$ cat src/rtl/branch_pkg.sv
// Shared definitions for the branch controller slice.
//   - OP_* : 3-bit branch op encodings driven by the instruction decoder.
//   - depth_w() : width of a stack occupancy count able to hold 0..depth.
//   - DEPTH_W : that width for the default four-entry return stack.
package branch_pkg;

  localparam logic [2:0] OP_NEXT = 3'd0;
  localparam logic [2:0] OP_JMP  = 3'd1;
  localparam logic [2:0] OP_JZ   = 3'd2;
  localparam logic [2:0] OP_JNZ  = 3'd3;
  localparam logic [2:0] OP_JC   = 3'd4;
  localparam logic [2:0] OP_JNC  = 3'd5;
  localparam logic [2:0] OP_CALL = 3'd6;
  localparam logic [2:0] OP_RET  = 3'd7;

  // One extra bit over log2 so that "completely full" is representable.
  function automatic int depth_w(input int depth);
    return $clog2(depth) + 1;
  endfunction

  localparam int DEPTH_W = depth_w(4);

endpackage

$ cat src/rtl/branch_ctrl_ret_stack.sv
// Return-address LIFO: a register array plus an occupancy counter.
// Ports:
//   clk, rst      : clock and asynchronous active-low reset (counter only)
//   push, pop     : requests; ignored when full / empty respectively
//   push_data     : address written on a push
//   top_data      : most recently pushed entry (valid when !empty)
//   full, empty   : occupancy flags
//   depth         : number of valid entries, 0..DEPTH
module ret_stack
  import branch_pkg::*;
#(
  parameter int ADDR_W = 8,
  parameter int DEPTH  = 4
) (
  input  logic                        clk,
  input  logic                        rst,
  input  logic                        push,
  input  logic                        pop,
  input  logic [ADDR_W-1:0]           push_data,
  output logic [ADDR_W-1:0]           top_data,
  output logic                        full,
  output logic                        empty,
  output logic [depth_w(DEPTH)-1:0]   depth
);

  localparam int DW = depth_w(DEPTH);
  localparam int AW = $clog2(DEPTH);

  logic [DW-1:0]     depth_q, depth_d;
  logic [ADDR_W-1:0] mem_q [DEPTH];
  logic [ADDR_W-1:0] mem_d [DEPTH];
  logic [AW-1:0]     wr_idx;
  logic [AW-1:0]     top_idx;
  logic              do_push;
  logic              do_pop;

  assign full    = (depth_q == DW'(DEPTH));
  assign empty   = (depth_q == '0);
  assign do_push = push && !full;
  assign do_pop  = pop && !empty;
  // Next free slot is the low bits of the count; the top is one below it.
  // When full the low bits wrap to 0, so top_idx correctly lands on DEPTH-1.
  assign wr_idx  = depth_q[AW-1:0];
  assign top_idx = depth_q[AW-1:0] - AW'(1);
  assign top_data = mem_q[top_idx];
  assign depth    = depth_q;

  always_comb begin
    depth_d = depth_q;
    if (do_push)     depth_d = depth_q + DW'(1);
    else if (do_pop) depth_d = depth_q - DW'(1);
  end

  always_comb begin
    mem_d = mem_q;
    if (do_push) mem_d[wr_idx] = push_data;
  end

  always_ff @(posedge clk or negedge rst) begin
    if (!rst) depth_q <= '0;
    else      depth_q <= depth_d;
  end

  // Entry contents carry no reset; depth alone defines validity.
  always_ff @(posedge clk) begin
    mem_q <= mem_d;
  end

endmodule

$ cat src/rtl/branch_ctrl.sv
// Program counter and branch-decision unit.
// Ports:
//   clk, rst     : clock and asynchronous active-low reset
//   en           : advance strobe; 0 holds PC/stack and drops taken
//   op           : branch op (OP_* in branch_pkg)
//   target       : jump / call destination
//   z_flag,c_flag: registered flags, sampled together with op
//   err_clr      : clears the sticky stack_err (a same-cycle new error wins)
//   pc_out       : current program counter
//   taken        : pulse, previous enabled op redirected the PC
//   stack_depth  : valid return-stack entries
//   stack_err    : sticky overflow / underflow indicator
module branch_ctrl
  import branch_pkg::*;
#(
  parameter int ADDR_W      = 8,
  parameter int STACK_DEPTH = 4,
  parameter int RESET_PC    = 0
) (
  input  logic                              clk,
  input  logic                              rst,
  input  logic                              en,
  input  logic [2:0]                        op,
  input  logic [ADDR_W-1:0]                 target,
  input  logic                              z_flag,
  input  logic                              c_flag,
  input  logic                              err_clr,
  output logic [ADDR_W-1:0]                 pc_out,
  output logic                              taken,
  output logic [depth_w(STACK_DEPTH)-1:0]   stack_depth,
  output logic                              stack_err
);

  logic [ADDR_W-1:0] pc_q, pc_d;
  logic              taken_q, taken_d;
  logic              err_q, err_d;
  logic [ADDR_W-1:0] seq;
  logic [ADDR_W-1:0] top_data;
  logic              push, pop, full, empty;
  logic              cond;

  assign seq = pc_q + ADDR_W'(1);

  ret_stack #(
    .ADDR_W (ADDR_W),
    .DEPTH  (STACK_DEPTH)
  ) u_stack (
    .clk       (clk),
    .rst       (rst),
    .push      (push),
    .pop       (pop),
    .push_data (seq),
    .top_data  (top_data),
    .full      (full),
    .empty     (empty),
    .depth     (stack_depth)
  );

  always_comb begin
    cond = 1'b0;
    case (op)
      OP_JZ:   cond = z_flag;
      OP_JNZ:  cond = !z_flag;
      OP_JC:   cond = c_flag;
      OP_JNC:  cond = !c_flag;
      default: cond = 1'b0;
    endcase
  end

  always_comb begin
    pc_d    = pc_q;
    taken_d = 1'b0;
    push    = 1'b0;
    pop     = 1'b0;
    // Clear first so that an error raised below overrides it.
    err_d   = err_q && !err_clr;
    if (en) begin
      case (op)
        OP_JMP: begin
          pc_d    = target;
          taken_d = 1'b1;
        end
        OP_JZ, OP_JNZ, OP_JC, OP_JNC: begin
          pc_d    = cond ? target : seq;
          taken_d = cond;
        end
        OP_CALL: begin
          if (!full) begin
            push    = 1'b1;
            pc_d    = target;
            taken_d = 1'b1;
          end else begin
            pc_d  = seq;
            err_d = 1'b1;
          end
        end
        OP_RET: begin
          if (!empty) begin
            pop     = 1'b1;
            pc_d    = top_data;
            taken_d = 1'b1;
          end else begin
            pc_d  = seq;
            err_d = 1'b1;
          end
        end
        default: pc_d = seq;
      endcase
    end
  end

  always_ff @(posedge clk or negedge rst) begin
    if (!rst) begin
      pc_q    <= ADDR_W'(RESET_PC);
      taken_q <= 1'b0;
      err_q   <= 1'b0;
    end else begin
      pc_q    <= pc_d;
      taken_q <= taken_d;
      err_q   <= err_d;
    end
  end

  assign pc_out    = pc_q;
  assign taken     = taken_q;
  assign stack_err = err_q;

endmodule

$ cat config.mk
export PLATFORM = sky130hd
export DESIGN_NAME = branch_ctrl
export DESIGN_NICKNAME = d
export VERILOG_FILES = /design/src/rtl/branch_pkg.sv /design/src/rtl/branch_ctrl_ret_stack.sv /design/src/rtl/branch_ctrl.sv
export SDC_FILE = /design/constraint.sdc
export NUM_CORES = 1
export LEC_CHECK = 0
export CORE_MARGIN = 2
export CORE_UTILIZATION = 46
export CTS_CLUSTER_SIZE = 30
export DETAILED_ROUTE_END_ITERATION = 16
export PLACE_DENSITY = 0.73
export SETUP_SLACK_MARGIN = 0.15
export SYNTH_ARGS = -nofsm -noshare
export SYNTH_HDL_FRONTEND = slang
export SYNTH_HIERARCHICAL = 1
export SYNTH_SLANG_ARGS = --single-unit
$ cat constraint.sdc
create_clock -name clk -period 3.1 [get_ports clk]
set_clock_uncertainty 0.1 [all_clocks]
set_input_delay 0.62 -clock clk [delete_from_list [all_inputs] [get_ports clk]]
set_output_delay 0.62 -clock clk [all_outputs]
set_load 0.1 [all_outputs]
==> results_dict.tcl <==
set metrics [dict create \
    outcome "finished, final reports clean" \
    max_clock_freq_mhz 375 \
    synth_compound_area_frac 0.0970 \
    track_usage 0.180 \
    tightestPinTransition_ns 0.632 \
    crit_start "u_stack/depth[0]$_DFFE_PN0P_" \
    core_mm2 0.00475 \
    syn-cell-area_mm2 0.00227 \
    die_area_mm2 0.00551 \
    synth_xor_area_frac 0.0309 \
    dp_slack_ns 0.312 \
    clk_pin_slew_ns 0.08 \
    synthMuxAreaShare 0.0904 \
    yosysWarnings 6 \
    relSlewSlack 0.577 \
    p_leak_nw 0.995 \
    cap_violations 0 \
    drt_iter0_drc 69 \
    seqCellArea_mm2 0.00129 \
    min_from "stack_err$_DFF_PN0_" \
    powerDensity_mw_per_mm2 861 \
    dr.pass1.iters 4 \
    ios 30 \
    vias 1484 \
    multi_input_area_um2 895 \
    placed_area_mm2 0.00262 \
    synth_top_family_by_area "simple AND/OR/NAND/NOR gates" \
    route.detailed.drc 0 \
    num_rows 25 \
    start_kind "register" \
    vias_per_cell 5.36 \
    cts_tree "yes" \
    cts_hold_buf 0 \
    peakVddDrop_mv 0.348 \
    netlist_instances 173 \
    n_antenna_cell 0 \
    ys.flop_type "edfxtp_1" \
    final_area_mm2 0.00271 \
    setup.worst_path.class "register to register" \
    root_buffer "clkbuf_8" \
    fin_ws_ns 0.434 \
    port_buffers 29 \
    clock-sinks 45 \
    fillers 418 \
    dp_hpwl_um 3280 \
    die_h_um 74.2 \
    worstSkewPairLatency_ns 0.28 \
    cts_buffer_depth 2 \
    wl_per_cell_um 16.1 \
    setup_tns_ns 0 \
    cts_made_buffers 5 \
    nets 232 \
    synth.yosys.seq_area_share 0.567 \
    critical_path_arrival_ns 2.75 \
    rsz0062_at_grt "no" \
    ant_nets 0 \
    min_path_type "register to register" \
    finalCritPeriodShare 0.860 \
    path_max_fanout 14 \
    placed_cells 269 \
    setup-violations-final 0 \
    final_hold_viol_count 0 \
    ys_types 51 \
    final_cells 277 \
    required_ns 3.18 \
    floorplan.initialDensity 0.477 \
    period_needed_ns 2.67 \
    area_growth_pct 19.2 \
    synthAdderAreaFrac 0.0364 \
    gp_congestion 0.796 \
    cp-end-kind "register" \
    async_flop_share 0.289 \
    synth_nets 196 \
    grt_pass1_vias 1536 \
    synthSimpleGateAreaFrac 0.137 \
    grt_pass1_wl_um 7160 \
    drive_above_1_share 0.238 \
    die_w_um 74.2 \
    fin_hold_ws_ns 0.451 \
    grt_max_degree 15 \
    cts.repair.resized 0 \
    grt-ovfl-total 0 \
    synth_edf_count 32 \
    ys_ff_latch 45 \
    avgSynthCellArea_um2 13.1 \
    htreeDepth 2 \
    routed_wl_um 4470 \
    r2r-start "u_stack/depth[0]$_DFFE_PN0P_" \
    finalMaxSlewViolations 0 \
    postCtsSetupBuffers 0 \
    grt_antenna_before_repair 0 \
]
final timing paths:
| kind | slack, ns | to | cells after the start |
|---|---|---|---|
| worst max-delay path | 0.43 | u_stack/depth[2]$_DFFE_PN0P_ | 10 |
| worst min-delay path | 0.45 | stack_err$_DFF_PN0_ | 2 |
| worst max register to register | 0.43 | u_stack/depth[2]$_DFFE_PN0P_ | 10 |
| worst min register to register | 0.45 | stack_err$_DFF_PN0_ | 2 |
| max in group asynchronous | 1.81 | u_stack/depth[0]$_DFFE_PN0P_ | 1 |
| min in group asynchronous | 0.62 | u_stack/depth[2]$_DFFE_PN0P_ | 1 |
report_power, final:
part / internal, W / switching [W]
clock: 0.000156 / 0.000176
combinational: 0.000384 / 0.000722
sequential: 0.000768 / 0.000123
cells in the final DEF, fill, tap and decap left out, drive strengths merged, types with 2 or more instances in the layout:
cell	instances
nor3	4
inv	12
and3	5
clkbuf	6
xnor2	3
xor2	5
clkdlybuf4s50	16
a21oi	9
o21ai	3
nand3	7
nor2b	6
nand2	4
mux4	8
ha	5
a221oi	5
or3	5
nor2	13
clkinv	2
or2	2
edfxtp	32
buf	19
a22oi	2
dfrtp	13
nor3b	2
state kept, by name, indices dropped and copies added, names as in the netlist:
| name | flops |
|---|---|
| u_stack/mem_q | 32 |
| pc_out | 8 |
| u_stack/depth | 3 |
| stack_err | 1 |
| taken | 1 |
critical path, cell delays in order (launching register included):
cell and delay, ns:
dfrtp_4 0.58, inv_1 0.10, ha_1 0.24, nand2_1 0.18, inv_1 0.12, nor3_2 0.19, nand2_1 0.09, fa_1 0.41
nor2b_1 0.20, xnor2_1 0.09, a221oi_1 0.26
layer usage:
| layer | global-route usage | up-vias | wire, µm |
|---|---|---|---|
| met5 | 0 | - | 0 |
| met4 | 0.0516 | 0 | 22 |
| met3 | 0.0352 | 2 | 192 |
| met2 | 0.335 | 24 | 2420 |
| met1 | 0.210 | 736 | 1830 |
| li1 | - | 722 | - |
Yosys cell counts (2+ instances only):
cell	count	area, µm²
or3_1	4	25.0
buf_4	2	15.0
nor3b_1	2	15.0
o21ai_0	2	10.0
nor3_1	4	20.0
nor2_2	2	12.5
nand3_1	7	35.0
nor2b_1	4	25.0
xor2_1	5	43.8
edfxtp_1	32	961
xnor2_1	3	26.3
nor2_1	11	41.3
a21oi_1	9	45.0
dfrtp_1	13	325
and3_2	3	22.5
mux4_2	8	180
nand2_1	4	15.0
inv_1	12	45.0
a221oi_1	5	43.8
ha_1	5	62.6
buf_6	2	22.5
nor2b_2	2	17.5
or2_2	2	12.5
clkbuf_1	2	7.51
and3_1	2	12.5
cell families (layout without fill, tap and decap cells):
family	count (synthesis)	in the layout
AO/OA/AOI/OAI	30	30
XOR/XNOR	8	8
adder cells (fa/ha/maj)	6	6
buffers and inverters	19	56
flip-flops	45	45
multiplexers	10	10
AND/OR/NAND/NOR	55	55
stage by stage:
step,util,power [W]
4_1_cts,0.569,0.00235
5_1_grt,0.569,0.00245
2_1_floorplan,-,0.00176
3_5_place_dp,0.551,0.00202
3_3_place_gp,0.551,0.00199
6_report,0.569,0.00233
cell type report:
type	count	area share
inverters	13	0.0180
clock buffers	6	0.0268
flip-flops and latches	45	0.477
well taps	67	0.0310
multi-input cells	109	0.331
repair buffers	35	0.112
clock inverters	2	0.00416
Note: power is estimated with default switching activity, not from simulation.
